**config.mk**
```make
export PLATFORM = sky130hd
export DESIGN_NAME = serial_subtractor_8bit
export DESIGN_NICKNAME = d
export VERILOG_FILES = /design/src/rtl/serial_subtractor_8bit_pkg.sv /design/src/rtl/serial_subtractor_8bit_sub_1bit.sv /design/src/rtl/serial_subtractor_8bit.sv
export SDC_FILE = /design/constraint.sdc
export NUM_CORES = 1
export LEC_CHECK = 0
export CAP_MARGIN = 20
export CORE_MARGIN = 5
export CORE_UTILIZATION = 35
export DETAILED_ROUTE_END_ITERATION = 12
export PLACE_DENSITY = 0.62
export SLEW_MARGIN = 20
export SYNTH_ARGS = -nofsm -noshare
export SYNTH_HDL_FRONTEND = slang
export SYNTH_SLANG_ARGS = --single-unit
```
**constraint.sdc**
```tcl
create_clock -name sys_clk -period 5.1 [get_ports sys_clk]
set_clock_uncertainty 0.05 [all_clocks]
set_input_delay 0.51 -clock sys_clk [delete_from_list [all_inputs] [get_ports sys_clk]]
set_output_delay 0.51 -clock sys_clk [all_outputs]
set_load 0.005 [all_outputs]
```
**src/rtl/serial_subtractor_8bit_pkg.sv**
```systemverilog
// Shared definitions for the bit-serial subtractor: FSM encodings, default
// width and the reset value of the walking bit mask.
package serial_subtractor_8bit_pkg;

  typedef enum logic [1:0] {
    S_IDLE = 2'b00,
    S_RUN  = 2'b01,
    S_DONE = 2'b10
  } state_t;

  localparam int DEFAULT_WIDTH = 8;

  // One-hot bit0: the first bit processed after a capture is the LSB.
  localparam logic [DEFAULT_WIDTH-1:0] MASK_RST = DEFAULT_WIDTH'(1);

endpackage

```
**src/rtl/serial_subtractor_8bit_sub_1bit.sv**
```systemverilog
// Combinational 1-bit full subtractor: result = i1 - i2 - bn, with borrow out.
// Mirror of the 1-bit adder cell used by the serial adder.
module sub_1bit (
  input  logic i1,
  input  logic i2,
  input  logic bn,
  output logic result,
  output logic bn_out
);

  assign result = i1 ^ i2 ^ bn;
  assign bn_out = (~i1 & i2) | (~(i1 ^ i2) & bn);

endmodule

```
**src/rtl/serial_subtractor_8bit.sv**
```systemverilog
// Bit-serial subtractor: diff = {1'b0,in1} - {1'b0,in2} - bn_in, one bit per
// clock LSB first, reusing a single full-subtractor cell every cycle.
module serial_subtractor_8bit
  import serial_subtractor_8bit_pkg::*;
#(
  parameter int WIDTH = DEFAULT_WIDTH
) (
  input  logic             sys_clk,
  input  logic             sys_rst_n,
  input  logic             start,
  input  logic [WIDTH-1:0] in1,
  input  logic [WIDTH-1:0] in2,
  input  logic             bn_in,
  output logic             busy,
  output logic             done,
  output logic [WIDTH:0]   diff,
  output logic             ovf
);

  localparam logic [WIDTH-1:0] MASK_INIT = WIDTH'(MASK_RST);

  state_t           state;
  logic [WIDTH-1:0] a_q;
  logic [WIDTH-1:0] b_q;
  logic [WIDTH-1:0] mask;
  logic [WIDTH-1:0] r_q;
  logic             br;

  logic             a_bit;
  logic             b_bit;
  logic             r_bit;
  logic             br_next;
  logic [WIDTH-1:0] r_next;

  // Masked bit select: the one-hot mask picks the operand bit under work.
  assign a_bit  = |(a_q & mask);
  assign b_bit  = |(b_q & mask);
  assign r_next = r_q | (mask & {WIDTH{r_bit}});

  sub_1bit u_sub_1bit (
    .i1     (a_bit),
    .i2     (b_bit),
    .bn     (br),
    .result (r_bit),
    .bn_out (br_next)
  );

  // NOTE: non-blocking assignments throughout, so every register samples the
  // values from before this edge regardless of statement order.
  always_ff @(posedge sys_clk or negedge sys_rst_n) begin
    if (!sys_rst_n) begin
      state <= S_IDLE;
      busy  <= 1'b0;
      done  <= 1'b0;
      diff  <= '0;
      ovf   <= 1'b0;
      mask  <= MASK_INIT;
      br    <= 1'b0;
      a_q   <= '0;
      b_q   <= '0;
      r_q   <= '0;
    end else begin
      case (state)
        S_IDLE, S_DONE: begin
          if (start) begin
            a_q   <= in1;
            b_q   <= in2;
            br    <= bn_in;
            mask  <= MASK_INIT;
            r_q   <= '0;
            state <= S_RUN;
            busy  <= 1'b1;
            done  <= 1'b0;
          end
        end
        S_RUN: begin
          r_q  <= r_next;
          br   <= br_next;
          mask <= {mask[WIDTH-2:0], mask[WIDTH-1]};
          // MSB edge: br still holds the borrow into the MSB, giving overflow.
          if (mask[WIDTH-1]) begin
            diff  <= {br_next, r_next};
            ovf   <= br ^ br_next;
            state <= S_DONE;
            busy  <= 1'b0;
            done  <= 1'b1;
          end
        end
        default: begin
          state <= S_IDLE;
          busy  <= 1'b0;
          done  <= 1'b0;
        end
      endcase
    end
  end

endmodule

```
==> results of run 1 <==
## layer usage
layer	wire, um	up-vias
met3	167	5
met1	1730	627
met2	2000	23
li1	-	596
met5	0	-
met4	40	0
## state kept, by name (all words and copies together) (netlist names)
| register | count |
|---|---|
| state | 2 |
| busy | 1 |
| br | 1 |
| diff | 9 |
| ovf | 1 |
| b_q | 8 |
| a_q | 8 |
| mask | 8 |
| r_q | 8 |
## stage by stage
stage	area (um^2)	util	hold slack, ns	instances	total power (W)
3_3_place_gp	2240	0.431	0.410	245	0.00127
6_report	2360	0.453	0.155	253	0.00156
5_1_grt	2360	0.453	0.201	253	0.00168
4_1_cts	2350	0.452	0.347	253	0.00158
2_1_floorplan	1900	-	0.164	150	0.00109
3_5_place_dp	2240	0.431	0.420	245	0.00131
## logic make-up (layout without fill, tap and decap cells)
family	count (synthesis)	in the layout	share of synthesized area
mux	18	18	0.124
flops	46	46	0.606
buf+inv	8	41	0.0316
fa+ha+maj	1	1	0.0105
xor+xnor	1	1	0.00461
simple gates	33	33	0.0856
compound gates	43	43	0.138
## power groups by stage
stage | clock network, W | logic, W | registers, W
after floorplan | 0 | 0.000464 | 0.000624
after global placement | 0 | 0.000611 | 0.000664
after detailed placement | 0 | 0.000638 | 0.000672
after CTS | 0.000269 | 0.000645 | 0.000666
after global routing | 0.000284 | 0.000712 | 0.000687
final | 0.000258 | 0.000636 | 0.000665
## layout make-up
cell class              count  area (um^2)  share of cell area
repair buffers             32          315               0.134
clock inverters             3         40.0              0.0170
flip-flops and latches     46         1150               0.489
inverters                   1         3.75             0.00159
multi-input cells          96          688               0.292
clock buffers               5         68.8              0.0292
well taps                  70         87.6              0.0372
## synth_stat cells
cell	n	area (um^2)
nand2_1	11	41.3
mux2_4	9	135
nand4_1	1	6.26
fa_1	1	20.0
a22oi_1	8	60.1
o21ai_1	1	5.00
a21oi_1	16	80.1
nor2_1	11	41.3
nand2b_1	1	6.26
xnor2_1	1	8.76
buf_6	1	11.3
nor2b_2	1	8.76
nor3_1	1	5.00
mux2_1	1	11.3
buf_12	1	20.0
mux2_2	7	78.8
nor3b_2	1	12.5
inv_1	1	3.75
or2_1	1	6.26
nor2_2	1	6.26
a22o_1	7	61.3
buf_2	5	25.0
nand3b_1	1	7.51
dfrtp_1	45	1130
mux2i_1	1	10.0
dfstp_2	1	26.3
and4_1	1	8.76
nor2b_1	2	12.5
o21ai_0	11	55.1
## how the worst max path moves through the flow
| stage | start | to | depth (start not counted) |
|---|---|---|---|
| global placement | mask[1] | r_q[4] | 6 |
| global route | mask[2] | r_q[1] | 6 |
| detailed placement | mask[2] | r_q[7] | 6 |
| finish | mask[2] | r_q[1] | 6 |
| CTS | mask[2] | r_q[7] | 6 |
| floorplan | mask[0] | r_q[0] | 6 |
==> results.json, run 1 <==
{
  "viasPerCell": 4.94,
  "path_cells": "a22oi_1 > and4_1 > fa_1 > nor3b_2 > a21oi_1 > nor2_1",
  "cts_tree": "done",
  "pwr-share-clk": 0.166,
  "ir_drop_mv": 0.325,
  "clk_pin_slew_ns": 0.08,
  "cts_buffers": 5,
  "hold_viol_final": 0,
  "power_density_nw_per_um2": 662,
  "die_x_um": 83.7,
  "syn_nets": 171,
  "rows": 26,
  "r2r_setup_slack_ns": 2.81,
  "holdCritPathClass": "in -> async",
  "avgSynthCellArea_um2": 12.7,
  "yosysUniqueCellTypes": 29,
  "grt_max_degree": 47,
  "busiest_layer": "met2",
  "ys_seq_area_frac": 0.606,
  "regToRegEndpoint": "r_q[1]",
  "cap_violations": 0,
  "core_um2": 5200,
  "place_congestion": 0.813,
  "die_area_um2": 7000,
  "r2r-start": "mask[2]",
  "worstRegToRegCells": 6,
  "arrival_ns": 2.47,
  "slowest_stage": "nor3b_2",
  "wl_per_cell_um": 15.5,
  "p_switching_w": 0.000562,
  "drtAntennaViolNets": 0,
  "portBuffers": 31,
  "grt_pass1_vias": 1372,
  "hpwl_um": 2800,
  "die_h_um": 83.7,
  "pwr-share-comb": 0.408,
  "cts_setup_buffers": 0,
  "clk_path_buf_depth": 2,
  "grt.met1_usage": 0.154,
  "start_util": 0.365,
  "met2_usage": 0.203,
  "n_antenna_cell": 0,
  "syn_area_um2": 1900,
  "setup_ws_ns": 2.81,
  "cp_top_family": "simple AND/OR/NAND/NOR gates",
  "area_growth_pct": 24.0,
  "drt_wl_total_um": 3930,
  "cts.repair.resized": 0,
  "mostFrequentLayoutCell": "dfrtp_1",
  "final_nets": 203,
  "endpoint_kind": "register",
  "power_leakage_nw": 1.02,
  "place_ws_ns": 2.86,
  "tightestPinTransition_ns": 0.830,
  "grt_use_met3": 0.0316,
  "antenna_found_initial": 0,
  "swShare": 0.360,
  "drive_gt1_frac": 0.164,
  "num_vias": 1251,
  "drt-initial-drc-count": 85,
  "grt_overflow": 0,
  "track_usage": 0.121,
  "synth_cells": 150,
  "grt_pass1_wl_um": 6800,
  "fmax_ghz": 0.436,
  "fillerInstances": 508,
  "cp_num_buf_inv": 0,
  "slew_viol_final": 0,
  "insertion_delay_ns": 0.29,
  "io_pins": 32,
  "crit_fanout": 8,
  "seqPwrFrac": 0.427,
  "cts_root_buffer": "clkbuf_8",
  "drt_first_pass_iters": 4,
  "crit_type": "reg -> reg",
  "drcViolationCount": 0,
  "yosysWarnings": 0,
  "final-setup-viol-count": 0,
  "ys_seq_elements": 46,
  "max_stage_delay_ns": 0.49,
  "cts_max_level": 2,
  "relSlewSlack": 0.446,
  "min_period_ns": 2.29,
  "crit_required_ns": 5.27,
  "clock-sinks": 46,
  "fin_tns_setup_ns": 0,
  "fin_crit_sh": 0.450,
  "outcome": "complete, no violations",
  "cts-hold-fix-buffers": 0,
  "rsz0062_at_grt": "no",
  "power.internal_w": 0.000998,
  "mostFrequentLayoutCells": "dfrtp_1, clkdlybuf4s50_1, a21oi_1",
  "critPathLaunchType": "register"
}
(Power assumes the default switching activity.)
==> run 2: changes to the inputs <==
PLACE_DENSITY = 0.64   (was 0.62)
clock period = 1.9 ns   (was 5.1 ns; I/O delays follow)
==> results.json, run 2 (synthesized netlist as in run 1, its figures left out) <==
{
  "largest_reg_flops": 9,
  "total_power_w": 0.00461,
  "die_x_um": 83.7,
  "max_stage_delay_ns": 0.58,
  "drt_wl_total_um": 3870,
  "mostFrequentLayoutCells": "dfrtp_1, clkdlybuf4s50_1, buf_4",
  "cts_root_buffer": "clkbuf_8",
  "grt_max_degree": 47,
  "insertion_delay_ns": 0.31,
  "grt_pass1_vias": 1354,
  "grt_pass1_wl_um": 6830,
  "clk_pin_slew_ns": 0.08,
  "start_util": 0.365,
  "crit_required_ns": 2.04,
  "area_growth_pct": 33.8,
  "min_period_ns": 1.97,
  "core_um2": 5200,
  "fin_crit_sh": 1.04,
  "n_antenna_cell": 0,
  "worstRegToRegCells": 7,
  "place_ws_ns": -0.113,
  "slowest_stage": "fa_2",
  "crit_fanout": 5,
  "viasPerCell": 4.75,
  "grt_overflow": 0,
  "r2r-start": "mask[0]",
  "cp_num_buf_inv": 1,
  "slew_viol_final": 0,
  "num_vias": 1286,
  "critPathLaunchType": "register",
  "hpwl_um": 2640,
  "track_usage": 0.122,
  "rsz0062_at_grt": "yes",
  "arrival_ns": 2.11,
  "cts_max_level": 2,
  "final_area_um2": 2540,
  "fin_tns_setup_ns": -0.502,
  "r2r_setup_slack_ns": -0.07,
  "cap_violations": 0,
  "rows": 26,
  "portBuffers": 31,
  "fmax_ghz": 0.508,
  "ir_drop_mv": 0.811,
  "drt_first_pass_iters": 4,
  "place_area_um2": 2390,
  "io_pins": 32,
  "tightestPinTransition_ns": 0.300,
  "outcome": "finished with violations",
  "final_nets": 221,
  "regToRegEndpoint": "r_q[0]",
  "post-route-util": 0.488,
  "cts_tree": "done",
  "final-setup-viol-count": 14,
  "die_h_um": 83.7,
  "drive_gt1_frac": 0.289,
  "wl_per_cell_um": 14.3,
  "clock-sinks": 46,
  "holdCritPathClass": "in -> async",
  "power_density_nw_per_um2": 1810,
  "cts_buffers": 5,
  "endpoint_kind": "register",
  "cp_top_family": "adder cells",
  "setup_ws_ns": -0.0686,
  "regMostFlops": "diff",
  "relSlewSlack": 0.800,
  "drcViolationCount": 0,
  "power_leakage_nw": 1.10,
  "die_area_um2": 7000,
  "clk_path_buf_depth": 2,
  "hold_viol_final": 0,
  "crit_type": "reg -> reg",
  "failed_checks": "setup timing",
  "place_congestion": 0.771,
  "drt-initial-drc-count": 106,
  "antenna_found_initial": 0,
  "mostFrequentLayoutCell": "dfrtp_1",
  "drtAntennaViolNets": 0,
  "path_cells": "a22oi_1 > and4_1 > fa_2 > nor3b_4 > buf_6 > a21oi_2 > nor2_1"
}
## run 2: worst max-delay path by stage
stage	start	end	slack (ns)	depth (start not counted)
final	mask[0]	r_q[0]	-0.07	7
after global routing	mask[1]	r_q[0]	-0.17	7
after CTS	mask[4]	r_q[6]	-0.08	7
after detailed placement	mask[0]	diff[3]	-0.11	6
after global placement	mask[5]	r_q[1]	-0.07	7
after floorplan	mask[0]	r_q[0]	0.01	6
## run 2: power breakdown
group	switching [W]	leakage [nW]	internal [W]
Combinational	0.00104	0.485	0.00123
Clock	0.000340	0.0441	0.000258
Sequential	0.000321	0.571	0.00142
Total	0.00170	1.10	0.00291
## run 2: layout make-up
class	count	area, um^2
multi-input cells	96	728
clock buffers	5	68.8
fillers	486	2660
clock inverters	3	21.3
repair buffers	50	479
flip-flops and latches	46	1150
inverters	1	3.75
well taps	70	87.6
## run 2: worst register-to-register path, stage by stage, from the launching register on
cell and delay [ns]:
dfstp_2 0.57, a22oi_1 0.07, and4_1 0.20, fa_2 0.58
nor3b_4 0.06, buf_6 0.13, a21oi_2 0.15, nor2_1 0.05
## run 2: timing repair
item                       in CTS  in global routing
pin swaps                       9                  4
buffers inserted                2                  1
hold buffers                    1                  0
hold endpoints to repair       45                  0
resized for setup              10                  2
setup endpoints to repair      16                 16
## run 2: per-stage QoR
stage               hold WS [ns]  instances
global placement           0.137        260
global route               0.375        271
floorplan                 -0.156        150
detailed placement         0.138        260
finish                     0.336        271
CTS                        0.345        270
## run 2: per-layer routing
metal  global-route usage  wire length, um
met5                    0                0
met4               0.0395               61
met3               0.0326              182
met2                0.175             1710
met1                0.176             1920
==> run 3: changes to the inputs <==
PLACE_DENSITY = 0.59   (was 0.64)
==> results.json, run 3 (synthesized netlist as in run 1, its figures left out) <==
{
  "antenna_found_initial": 0,
  "place_congestion": 0.805,
  "die_area_um2": 7000,
  "start_util": 0.365,
  "finalNonFillerCells": 274,
  "drcViolationCount": 0,
  "drive_gt1_frac": 0.304,
  "holdCritPathClass": "in -> async",
  "wl_per_cell_um": 15.4,
  "final_nets": 224,
  "rows": 26,
  "clk_path_buf_depth": 2,
  "cts_buffers": 5,
  "fmax_ghz": 0.495,
  "drt-initial-drc-count": 64,
  "relSlewSlack": 0.556,
  "crit_type": "reg -> reg",
  "cts_max_level": 2,
  "ir_drop_mv": 0.743,
  "busiest_layer": "met2",
  "max_stage_delay_ns": 0.60,
  "insertion_delay_ns": 0.30,
  "slew_viol_final": 0,
  "cpMostUsedCell": "buf_6",
  "crit_required_ns": 2.04,
  "final-setup-viol-count": 16,
  "arrival_ns": 2.16,
  "failed_checks": "setup timing",
  "final_area_um2": 2590,
  "path_cells": "buf_6 > a22oi_2 > nand4_1 > fa_2 > nor3b_4 > buf_6 > a21oi_1 > nor2_1",
  "drtAntennaViolNets": 0,
  "grt_max_degree": 31,
  "fin_crit_sh": 1.06,
  "die_h_um": 83.7,
  "regMostFlops": "diff",
  "rsz0062_at_grt": "yes",
  "grt_pass1_wl_um": 6980,
  "power_leakage_nw": 1.13,
  "outcome": "finished with violations",
  "grt_overflow": 0,
  "grt.met1_usage": 0.175,
  "clock-sinks": 46,
  "grt_use_met3": 0.0444,
  "crit_fanout": 7,
  "cts_tree": "done",
  "num_vias": 1362,
  "endpoint_kind": "register",
  "holdWs_ns": 0.394,
  "drt_wl_total_um": 4210,
  "grt_pass1_vias": 1371,
  "viasPerCell": 4.97,
  "n_antenna_cell": 0,
  "min_period_ns": 2.02,
  "portBuffers": 31,
  "drt_first_pass_iters": 4,
  "largest_reg_flops": 9,
  "cts_root_buffer": "clkbuf_8",
  "hpwl_um": 3110,
  "track_usage": 0.125,
  "clk_pin_slew_ns": 0.09,
  "place_area_um2": 2350,
  "io_pins": 32,
  "fin_tns_setup_ns": -1.36,
  "post-route-util": 0.497,
  "hold_viol_final": 0,
  "die_x_um": 83.7,
  "critPathLaunchType": "register",
  "setup_ws_ns": -0.121,
  "dp_cells": 257,
  "mostFrequentLayoutCells": "dfrtp_1, clkdlybuf4s50_1, buf_4",
  "fillerInstances": 477,
  "mostFrequentLayoutCell": "dfrtp_1",
  "slowest_stage": "fa_2",
  "cap_violations": 0,
  "area_growth_pct": 36.1,
  "core_um2": 5200,
  "tightestPinTransition_ns": 0.667,
  "power_density_nw_per_um2": 1860,
  "met2_usage": 0.189
}
==> run 3: changes by cell type in the layout (fill, tap and decap cells not counted), moves of 2 or more <==
cell,previous run,this run
buf_6,1,3
a22oi_2,1,3
a22oi_1,7,5
buf_4,15,17
==> run 3: worst paths after layout <==
check / slack, ns / depth (start not counted) / startpoint / end
min: 0.39 / 2 / sys_rst_n / b_q[3]
min in group sys_clk: 0.44 / 2 / diff[2] / diff[2]
max: -0.12 / 8 / mask[1] / r_q[4]
max reg2reg: -0.12 / 8 / mask[1] / r_q[4]
max in group asynchronous: 0.74 / 3 / sys_rst_n / mask[0]
min reg2reg: 0.44 / 2 / diff[2] / diff[2]
==> run 3: power by group <==
group	internal (W)	total, W	switching [W]	leakage [nW]
combinational	0.00127	0.00234	0.00108	0.499
sequential	0.00142	0.00176	0.000336	0.573
clock	0.000387	0.000713	0.000325	0.0579
==> run 3: through the flow <==
| step | setup WS (ns) | power [W] |
|---|---|---|
| final | -0.121 | 0.00481 |
| after global routing | -0.218 | 0.00516 |
| after CTS | -0.0951 | 0.00478 |
| after detailed placement | -0.155 | 0.00372 |
| after global placement | -0.107 | 0.00361 |
| after floorplan | 0.0121 | 0.00297 |
==> run 3: layer usage <==
layer | wire [um] | share of wire | vias to the layer above
met5 | 0 | 0 | -
met4 | 45 | 0.011 | 0
met3 | 255 | 0.061 | 7
met2 | 2060 | 0.49 | 38
met1 | 1850 | 0.44 | 682
li1 | - | - | 635
==> run 3: worst max-delay path: cells and delay by family, from the launching register on <==
kind | cells | cell delay [ns]
buffers and inverters | 2 | 0.27
adders and majority gates | 1 | 0.60
AOI/OAI and AO/OA | 2 | 0.30
DFF | 1 | 0.43
and+or+nand+nor | 3 | 0.25
==> run 3: cell type report <==
cell class	instances	area, um^2	area share
Tap cell	70	87.6	0.0338
Timing Repair Buffer	53	497	0.192
Clock inverter	3	40.0	0.0155
Clock buffer	5	68.8	0.0266
Sequential cell	46	1150	0.445
Multi-Input combinational cell	96	738	0.285
Inverter	1	3.75	0.00145
==> run 3: timing repair <==
item                       CTS  global route
buffers inserted             5             3
setup endpoints to repair   16            16
pin swaps                    8             8
gates resized for setup     10             5
hold endpoints to repair    28             0
hold buffers                 1             0
